$ cat src/rtl/mux_nch_rr_if.sv
// Handshake/bus bundle for mux_nch_rr: channel inputs, requests and the
// registered valid/ready output side. master = producer/consumer side, slave = selector.
interface mux_nch_rr_if #(
  parameter int unsigned N_CH  = 8,
  parameter int unsigned WIDTH = 2,
  parameter int unsigned SEL_W = 3
);
  logic                    mode;
  logic [SEL_W-1:0]        sel;
  logic [N_CH*WIDTH-1:0]   data_in;
  logic [N_CH-1:0]         req;
  logic                    out_ready;
  logic [WIDTH-1:0]        data_out;
  logic [SEL_W-1:0]        ch_out;
  logic                    out_valid;
  logic [N_CH-1:0]         grant;
  logic                    timeout;

  modport master (
    output mode, sel, data_in, req, out_ready,
    input  data_out, ch_out, out_valid, grant, timeout
  );

  modport slave (
    input  mode, sel, data_in, req, out_ready,
    output data_out, ch_out, out_valid, grant, timeout
  );
endinterface

$ cat src/rtl/mux_nch_rr.sv
// Registered N-channel selector (manual / round-robin) with valid/ready output.
// Optional hold timeout enabled by defining MUX_HOLD_TIMEOUT_EN.
module mux_nch_rr #(
  parameter int unsigned N_CH        = 8,
  parameter int unsigned WIDTH       = 2,
  parameter int unsigned SEL_W       = 3,
  parameter int unsigned TIMEOUT_CYC = 255
) (
  input  logic         clk,
  input  logic         rst,
  mux_nch_rr_if.slave  bus
);

  localparam int unsigned SEL_REQ = ($clog2(N_CH) < 1) ? 1 : $clog2(N_CH);

  if (SEL_W != SEL_REQ) begin : g_bad_sel_w
    $error("mux_nch_rr: SEL_W must equal max(1, clog2(N_CH))");
  end
  if (TIMEOUT_CYC < 1 || TIMEOUT_CYC > 65535) begin : g_bad_timeout
    $error("mux_nch_rr: TIMEOUT_CYC out of range 1..65535");
  end
  if (N_CH < 2 || N_CH > 32) begin : g_bad_nch
    $error("mux_nch_rr: N_CH out of range 2..32");
  end

  typedef enum logic {
    S_EMPTY = 1'b0,
    S_FULL  = 1'b1
  } state_t;

  state_t           r_state;
  state_t           w_state_nxt;

  logic [WIDTH-1:0] r_data;
  logic [SEL_W-1:0] r_ch;
  logic [SEL_W-1:0] r_ptr;
  logic [N_CH-1:0]  r_grant;
  logic             r_timeout;

  logic             w_arb_en;
  logic             w_hold;
  logic             w_drop;
  logic             w_capture;
  logic             w_elig;
  logic [SEL_W-1:0] w_win;
  logic [SEL_W-1:0] w_ptr_nxt;
  logic [WIDTH-1:0] w_word;
  logic [N_CH-1:0]  w_onehot;

  logic             w_man_hit;
  logic [SEL_W-1:0] w_man_win;
  logic [N_CH-1:0]  w_rot;
  logic             w_rr_found;
  logic [SEL_W-1:0] w_rr_off;
  logic [SEL_W:0]   w_rr_sum;
  logic [SEL_W-1:0] w_rr_win;

  assign w_arb_en = (r_state == S_EMPTY) || bus.out_ready;
  assign w_hold   = (r_state == S_FULL) && !bus.out_ready;

  // Manual select: an out-of-range sel simply never matches any channel.
  always_comb begin
    w_man_hit = 1'b0;
    w_man_win = '0;
    for (int unsigned k = 0; k < N_CH; k++) begin
      if (32'(bus.sel) == k && bus.req[k]) begin
        w_man_hit = 1'b1;
        w_man_win = SEL_W'(k);
      end
    end
  end

  // Round-robin: rotate requests so the pointer lands on bit 0, take the
  // lowest set bit, then add the pointer back modulo N_CH.
  assign w_rot = N_CH'({bus.req, bus.req} >> r_ptr);

  always_comb begin
    w_rr_found = 1'b0;
    w_rr_off   = '0;
    for (int unsigned i = 0; i < N_CH; i++) begin
      if (!w_rr_found && w_rot[i]) begin
        w_rr_found = 1'b1;
        w_rr_off   = SEL_W'(i);
      end
    end
    w_rr_sum = {1'b0, r_ptr} + {1'b0, w_rr_off};
    if (32'(w_rr_sum) >= N_CH) begin
      w_rr_sum = w_rr_sum - (SEL_W+1)'(N_CH);
    end
    w_rr_win = w_rr_sum[SEL_W-1:0];
  end

  assign w_elig    = bus.mode ? w_rr_found : w_man_hit;
  assign w_win     = bus.mode ? w_rr_win   : w_man_win;
  assign w_capture = w_arb_en && w_elig;
  assign w_onehot  = {{(N_CH-1){1'b0}}, 1'b1} << w_win;
  assign w_ptr_nxt = (32'(w_win) == N_CH - 1) ? '0 : w_win + SEL_W'(1);

  always_comb begin
    w_word = '0;
    for (int unsigned k = 0; k < N_CH; k++) begin
      if (32'(w_win) == k) begin
        w_word = bus.data_in[k*WIDTH +: WIDTH];
      end
    end
  end

`ifdef MUX_HOLD_TIMEOUT_EN
  logic [15:0] r_tcnt;

  // Drop on the hold cycle that brings the count to TIMEOUT_CYC.
  assign w_drop = w_hold && (r_tcnt == 16'(TIMEOUT_CYC - 1));

  always_ff @(posedge clk or posedge rst) begin
    if (rst) begin
      r_tcnt <= '0;
    end else if (w_hold && !w_drop) begin
      r_tcnt <= r_tcnt + 16'd1;
    end else begin
      r_tcnt <= '0;
    end
  end
`else
  assign w_drop = 1'b0;
`endif

  // State register
  always_ff @(posedge clk or posedge rst) begin
    if (rst) begin
      r_state <= S_EMPTY;
    end else begin
      r_state <= w_state_nxt;
    end
  end

  // Next-state logic
  always_comb begin
    w_state_nxt = r_state;
    case (r_state)
      S_EMPTY: begin
        if (w_capture) w_state_nxt = S_FULL;
      end
      S_FULL: begin
        if (bus.out_ready) begin
          w_state_nxt = w_capture ? S_FULL : S_EMPTY;
        end else if (w_drop) begin
          w_state_nxt = S_EMPTY;
        end
      end
      default: w_state_nxt = S_EMPTY;
    endcase
  end

  always_ff @(posedge clk or posedge rst) begin
    if (rst) begin
      r_data    <= '0;
      r_ch      <= '0;
      r_ptr     <= '0;
      r_grant   <= '0;
      r_timeout <= 1'b0;
    end else begin
      r_grant   <= w_capture ? w_onehot : '0;
      r_timeout <= w_drop;
      if (w_capture) begin
        r_data <= w_word;
        r_ch   <= w_win;
        if (bus.mode) r_ptr <= w_ptr_nxt;
      end
    end
  end

  // Output logic
  always_comb begin
    bus.out_valid = (r_state == S_FULL);
    bus.data_out  = r_data;
    bus.ch_out    = r_ch;
    bus.grant     = r_grant;
    bus.timeout   = r_timeout;
  end

endmodule
$ cat src/flat_wrapper.sv
// flat-port wrapper written by rule: the top's interface ports become plain ports
module mux_nch_rr_flat 
#(
  parameter int unsigned N_CH        = 8,
  parameter int unsigned WIDTH       = 2,
  parameter int unsigned SEL_W       = 3,
  parameter int unsigned TIMEOUT_CYC = 255
)
  (clk, rst, bus_mode, bus_sel, bus_data_in, bus_req, bus_out_ready, bus_data_out, bus_ch_out, bus_out_valid, bus_grant, bus_timeout);
  mux_nch_rr_if #(.N_CH(N_CH), .WIDTH(WIDTH), .SEL_W(SEL_W)) bus_i ();
  input  logic clk;
  input  logic rst;
  input wire logic [$bits(bus_i.mode)-1:0] bus_mode;
  input wire logic [$bits(bus_i.sel)-1:0] bus_sel;
  input wire logic [$bits(bus_i.data_in)-1:0] bus_data_in;
  input wire logic [$bits(bus_i.req)-1:0] bus_req;
  input wire logic [$bits(bus_i.out_ready)-1:0] bus_out_ready;
  output wire logic [$bits(bus_i.data_out)-1:0] bus_data_out;
  output wire logic [$bits(bus_i.ch_out)-1:0] bus_ch_out;
  output wire logic [$bits(bus_i.out_valid)-1:0] bus_out_valid;
  output wire logic [$bits(bus_i.grant)-1:0] bus_grant;
  output wire logic [$bits(bus_i.timeout)-1:0] bus_timeout;
  assign bus_i.mode = bus_mode;
  assign bus_i.sel = bus_sel;
  assign bus_i.data_in = bus_data_in;
  assign bus_i.req = bus_req;
  assign bus_i.out_ready = bus_out_ready;
  assign bus_data_out = bus_i.data_out;
  assign bus_ch_out = bus_i.ch_out;
  assign bus_out_valid = bus_i.out_valid;
  assign bus_grant = bus_i.grant;
  assign bus_timeout = bus_i.timeout;
  mux_nch_rr #(.N_CH(N_CH), .WIDTH(WIDTH), .SEL_W(SEL_W), .TIMEOUT_CYC(TIMEOUT_CYC)) u_core (.clk(clk), .rst(rst), .bus(bus_i));
endmodule
$ cat config.mk
export PLATFORM = sky130hd
export DESIGN_NAME = mux_nch_rr_flat
export DESIGN_NICKNAME = d
export VERILOG_FILES = /design/src/rtl/mux_nch_rr_if.sv /design/src/rtl/mux_nch_rr.sv /design/src/flat_wrapper.sv
export SDC_FILE = /design/constraint.sdc
export NUM_CORES = 1
export LEC_CHECK = 0
export ABC_AREA = 0
export ABC_CLOCK_PERIOD_IN_PS = 5330
export CORE_UTILIZATION = 50
export CTS_BUF_LIST = sky130_fd_sc_hd__clkbuf_2 sky130_fd_sc_hd__clkbuf_4 sky130_fd_sc_hd__clkbuf_8
export DETAILED_ROUTE_END_ITERATION = 10
export GPL_TIMING_DRIVEN = 0
export MAX_ROUTING_LAYER = met4
export PLACE_DENSITY = 0.9
export SYNTH_ARGS = -nofsm -noshare
export SYNTH_HDL_FRONTEND = slang
export SYNTH_SLANG_ARGS = --single-unit
$ cat constraint.sdc
create_clock -name clk -period 5.33 [get_ports clk]
set_input_delay 1.066 -clock clk [delete_from_list [all_inputs] [get_ports clk]]
set_output_delay 1.066 -clock clk [all_outputs]
set_load 0.03 [all_outputs]
Word-level counts from Yosys, hierarchy flattened
Cells that the tools add are included.
{"block": "totals", "register_bits": 17, "input_bits": 31, "output_inout_bits": 15}
{"block": "op_classes", "addsub": 3, "magnitude_cmp": 1, "n_eq_ne": 14, "shifts": 2, "mux": 46, "bitwise": 1, "n_reduce_logical": 27}
{"op": "2-to-1 mux 3 bit", "n": 13}
{"op": "== test 3 bit, second input constant", "n": 8}
{"op": "2-to-1 mux 1 bit", "n": 21}
{"op": "2-to-1 mux 2 bit", "n": 10}
{"op": "logical AND 1 bit", "n": 16}
{"op": ">> shifter 16 x 3 -> 8 bit", "n": 1}
{"op": "== test 3 x 2 -> 1 bit, second input constant", "n": 4}
{"op": "2-to-1 mux 8 bit", "n": 1}
{"op": "<< shifter 1 x 3 -> 8 bit, first input constant", "n": 1}
{"op": "zero test 1 bit", "n": 7}
{"op": "== test 3 x 1 -> 1 bit, second input constant", "n": 2}
{"op": "zero test 3 bit", "n": 2}
{"op": "adder 3 x 3 -> 4 bit", "n": 1}
{"op": ">= comparator 4 bit, second input constant", "n": 1}
{"op": "adder 3 x 1 -> 3 bit, second input constant", "n": 1}
{"op": "subtractor 3 x 1 -> 3 bit, second input constant", "n": 1}
{"op": "case mux 1 bit (2 select lines)", "n": 1}
{"op": "AND reduction 2 bit", "n": 1}
{"op": "logical OR 1 bit", "n": 1}
{"op": "inverter 1 bit", "n": 1}

Depth between registers and ports, before layout
{"block": "depth", "ltp_word": 36, "depth_mapped": 23, "depth_no_buf": 21}

Least setup slack after synthesis
Ideal clock, no wire load.
{"block": "synth_timing", "kind": "input port to flip-flop", "start": "in bus_req[5]", "end": "reg u_core.r_data[0] (netlist: u_core.bus.data_out[0])", "setup_time_ps": 82, "arrival_ps": 4956, "setup_slack_ps": 292, "stages": 22, "path_cell_list": "clkbuf_1 > mux4_2 > o211ai_1 > a21oi_1 > a211oi_1 > nor2b_1 > o31a_1 > a21oi_1 > ha_1 > inv_1 > fa_1 > xnor2_1 > a311o_1 > o221a_2 > inv_1 > ha_1 > inv_1 > or3_1 > a21oi_1 > or3_1 > o311ai_0 > a31oi_1"}
{"block": "synth_via", "elab_chain_len": 36}
{"item": "start, declared", "line": "flat_wrapper.sv:16", "text": "input wire logic [$bits(bus_i.req)-1:0] bus_req;"}
{"item": ">> shifter 16 x 3 -> 8 bit", "line": "mux_nch_rr.sv:75", "text": "assign w_rot = N_CH'({bus.req, bus.req} >> r_ptr);"}
{"item": "2-to-1 mux 1 bit", "line": "mux_nch_rr.sv:81", "text": "if (!w_rr_found && w_rot[i]) begin"}
{"item": "zero test 1 bit", "line": "mux_nch_rr.sv:81"}
{"item": "logical AND 1 bit", "line": "mux_nch_rr.sv:81"}
{"item": "2-to-1 mux 1 bit", "line": "mux_nch_rr.sv:81"}
{"item": "zero test 1 bit", "line": "mux_nch_rr.sv:81"}
{"item": "logical AND 1 bit", "line": "mux_nch_rr.sv:81"}
{"item": "2-to-1 mux 1 bit", "line": "mux_nch_rr.sv:81"}
{"item": "[... 15 more ...]"}
{"item": "adder 3 x 3 -> 4 bit", "line": "mux_nch_rr.sv:86", "text": "w_rr_sum = {1'b0, r_ptr} + {1'b0, w_rr_off};"}
{"item": ">= comparator 4 bit or subtractor 3 x 1 -> 3 bit (tied branches)", "line": "mux_nch_rr.sv:87, mux_nch_rr.sv:88"}
{"item": "2-to-1 mux 3 bit", "line": "mux_nch_rr.sv:87", "text": "if (32'(w_rr_sum) >= N_CH) begin"}
{"item": "2-to-1 mux 3 bit (*)", "line": "mux_nch_rr.sv:94", "text": "assign w_win = bus.mode ? w_rr_win : w_man_win;"}
{"item": "via u_core.w_win[2]", "line": "mux_nch_rr.sv:45", "text": "logic [SEL_W-1:0] w_win;"}
{"item": "zero test 3 bit", "line": "mux_nch_rr.sv:102", "text": "if (32'(w_win) == k) begin"}
{"item": "2-to-1 mux 2 bit (7 in a row)", "line": "mux_nch_rr.sv:102"}
{"item": "2-to-1 mux 2 bit (*)", "line": "mux_nch_rr.sv:102"}
{"item": "end signal, assigned", "line": "mux_nch_rr.sv:165", "text": "r_data <= w_word;"}
{"item": "end, declared", "line": "mux_nch_rr.sv:34", "text": "logic [WIDTH-1:0] r_data;"}
The timed path passes the listed nets; every way through them passes the cells marked *.
A chain may end at the register's enable or synchronous reset.

Worst setup path in the final report
{"block": "layout_timing", "start": "in bus_req[6]", "end": "reg u_core.r_data[0] (netlist: u_core.bus.data_out[0])"}
Same word-level chain as after synthesis.

==> summary.md <==
| Metric | Value |
|---|---|
| Run status | completed |
| Vias in the first global route | 1552 |
| TritonCTS Buffers | 3 |
| Fmax | 0.1933 GHz |
| Hold Path Class | reg -> reg |
| Synth Instances | 199 |
| Wire length per cell | 15.43 um |
| RSZ-0062 raised after global routing | false |
| WP data required | 5.55 ns |
| Wirelength, routed | 4.429 mm |
| CTS H-tree depth | 1 |
| Synthesized area per cell | 8.582 um^2 |
| Setup WS pre-CTS | -0.6515 ns |
| Final Cycle Share | 97.08% |
| Main flop type after synthesis | dfrtp_1 |
| DP Cell Count | 284 |
| Post-CTS Setup Bufs | 0 |
| Register area share after synthesis | 24.91% |
| # fillers | 252 |
| Slew margin rel. | 59.41% |
| Diode count | 0 |
| Lkg Pwr | 0.0009689 uW |
| CTS Sinks | 17 |
| Final setup fails | 0 |
| Clock Path Buffers | 2 |
| Reg area | 425.4 um^2 |
| CP max FO | 7 |
| Drt first pass iters | 4 |
| DR DRC count | 0 |
| Yosys synthesis warning count | 0 |
| Placer Congestion | 0.9229 |
| Post-synth EDFFs | 0 |
| Remaining antenna violation count | 0 |
| Area of the multi-input gates | 0.001219 mm^2 |
| Max-slew violations | 0 |
| CTS root buf | clkbuf_4 |
| PD cells | 512.9 mW/mm^2 |
| Final Instance Count excl. Fillers | 287 |
| DIE HEIGHT | 60.45 um |
| Cell row count | 20 |
| Crit Path Category | in -> reg |
| Initial Utilization | 54.17% |
| Worst Clk Skew | 0.003079 ns |
| Worst Path Arrival | 5.40 ns |
| Die Area | 0.003654 mm^2 |
| Hold violation total from the final report | 0 |
| Core footprint | 0.003153 mm^2 |
| Final #Nets | 283 |
| CP Capture Type | register |
| Vias | 1657 |
| First-iteration detailed-routing DRC count | 82 |
| Remaining Overflow, GRT | 0 |
| Max-cap violations | 0 |
| Largest net degree at the start of global routing | 18 |
| Port Buffers | 41 |
| Via density | 5.774 |
| Peak supply drop | 0.2582 mV |
| First-pass GRT wire length | 7.231 mm |
| Die Wd | 60.45 um |
| Async SR Flop Fraction | 100.0% |
| Clk slew on worst S/H paths | 0.09 ns |
| Fin crit period | 5.174 ns |
| DP HPWL | 3.435 mm |
| Cell variety after synth | 44 |
| Clk Latency, worst-skew pair | 0.30 ns |
| #FFs+latches synth | 17 |
| Io pins | 46 |
| Layout Utilization | 70.52% |
| Tot GR Track Use | 27.34% |
| Setup crit start kind | input pin |
| Syn Nets | 238 |
| TritonCTS clock tree | done |
| Area grow syn2layout | 30.18% |
| Initial antenna violation count | 0 |
| Measured slew at the worst slew-check pin | 0.6081 ns |
| Ratio of cells with drive above 1 in the final layout | 17.70% |
| Mapped cell area | 0.001708 mm^2 |
| Worst setup margin | 0.1558 ns |
| Hold slack | 0.4952 ns |
## layout make-up
cell class	count	share of cell area [%]
repair buffers	41	17.16
well taps	44	2.476
plain buffers	11	2.870
multi-input cells	157	54.81
clock buffers	4	1.351
flip-flops and latches	17	19.13
inverters	13	2.195
## report_power, final
part	total [uW]	switching, uW	internal (uW)	leakage [uW]
Sequential	198	26.7	171	0.000217
Clock	73.5	39.2	34.3	0.0000184
Combinational	869	487	382	0.000734
Total	1140	553	587	0.000969
## per-layer routing
metal / wire [um] / GRT usage, % / part of all wire, % / up-vias
li1: - / - / - / 799
met1: 1994 / 37.22 / 45 / 788
met2: 2163 / 44.11 / 49 / 65
met3: 221 / 1.493 / 5.0 / 5
met4: 50 / 7.792 / 1.1 / 0
met5: 0 / - / 0 / -
## cells in the mapped netlist, drive strengths merged (2+ instances only)
cell	instances	area share [%]
and3b	2	1.0
inv	13	2.9
nand2	21	4.6
dfrtp	17	25
nor3	3	0.88
clkbuf	5	1.1
o21ai	10	2.9
mux4	4	5.3
nor3b	3	1.3
mux2i	21	12
a21o	2	0.88
nor2	12	2.6
a21oi	12	3.5
and2	8	2.9
nor2b	6	2.2
a211oi	3	1.3
a31oi	5	1.8
or2	3	1.2
mux2	6	4.2
or3	3	1.1
ha	7	5.1
a22oi	4	1.8
o211ai	3	1.3
a311o	3	1.8
nand2b	2	0.73
xor2	2	1.0
buf	7	2.9
o311ai	2	1.0
## stage by stage
step	power (uW)	area, um^2	TNS (ns)
detailed placement	1001	2173	-1.323
floorplan	792.3	1708	0
global placement	980.9	2173	-1.113
CTS	1086	2215	0
global route	1233	2223	0
finish	1140	2223	0
## sequential cells by signal (all words and copies together) (netlist names)
register,count
u_core.bus.out_valid,1
u_core.bus.grant,8
u_core.bus.data_out,2
u_core.r_ptr,3
u_core.bus.ch_out,3
## worst max-delay path: stages
cell and delay (ns):
clkdlybuf4s15_2 0.25, mux4_2 0.48, and2_0 0.17, a311o_1 0.34, and3b_2 0.28, a31oi_1 0.08, o31a_1 0.13, a21oi_1 0.14
ha_1 0.18, inv_1 0.06, fa_2 0.35, xnor2_2 0.16, a311o_1 0.34, o221a_4 0.15, inv_2 0.08, ha_4 0.16
inv_1 0.06, or3_4 0.35, a21oi_1 0.15, or3_1 0.12, o311ai_0 0.13, a31oi_1 0.18
## path summary, 6_finish.rpt
check,start,endpoint,slack [ns],cells past startpoint
max,bus_req[6],u_core.bus.data_out[0]$_DFFE_PP0P_,0.16,22
min,u_core.bus.ch_out[2]$_DFFE_PP0P_,u_core.bus.ch_out[2]$_DFFE_PP0P_,0.50,1
max reg2reg,u_core.r_ptr[2]$_DFFE_PP0P_,u_core.bus.data_out[0]$_DFFE_PP0P_,0.60,22
min reg2reg,u_core.bus.ch_out[2]$_DFFE_PP0P_,u_core.bus.ch_out[2]$_DFFE_PP0P_,0.50,1
max in group asynchronous,rst,u_core.bus.grant[1]$_DFF_PP0_,3.79,2
min in group asynchronous,rst,u_core.r_ptr[2]$_DFFE_PP0P_,1.14,2
## cells in the final DEF, fill, tap and decap left out, types with 2 or more instances in the layout
| cell | instances |
|---|---|
| xor2_1 | 2 |
| dfrtp_1 | 17 |
| mux2i_1 | 21 |
| clkbuf_4 | 4 |
| and2_1 | 7 |
| a311o_1 | 2 |
| nand2_1 | 21 |
| inv_1 | 12 |
| ha_1 | 6 |
| clkdlybuf4s50_1 | 34 |
| a22oi_1 | 4 |
| buf_4 | 3 |
| mux4_2 | 4 |
| a31oi_1 | 5 |
| nor2b_1 | 5 |
| or2_2 | 2 |
| nand2b_1 | 2 |
| a21o_1 | 2 |
| clkbuf_2 | 5 |
| nor3_1 | 3 |
| mux2_2 | 5 |
| buf_2 | 4 |
| or3_1 | 2 |
| a211oi_1 | 2 |
| a21oi_1 | 10 |
| o211ai_1 | 3 |
| o21ai_0 | 10 |
| nor3b_1 | 3 |
| nor2_1 | 12 |
| a21oi_2 | 2 |
| clkbuf_1 | 4 |
## kinds of logic (layout without fill, tap and decap cells)
| logic type | Yosys count | count (layout) | share of synthesized area (%) |
|---|---|---|---|
| simple gates | 65 | 65 | 19.34 |
| compound gates | 49 | 49 | 19.12 |
| mux | 31 | 31 | 21.76 |
| buf+inv | 25 | 69 | 6.813 |
| flops | 17 | 17 | 24.91 |
| fa+ha+maj | 8 | 8 | 6.300 |
| xor+xnor | 3 | 3 | 1.539 |
| other cells | 1 | 1 | 0.2196 |
## timing repair
item,4_1_cts,5_1_grt
pin swaps,0,2
resized for setup,15,21
hold buffers,0,0
endpoints found under the setup margin,2,2
cloned,0,0
No activity file was read; power rests on OpenSTA's default activity.
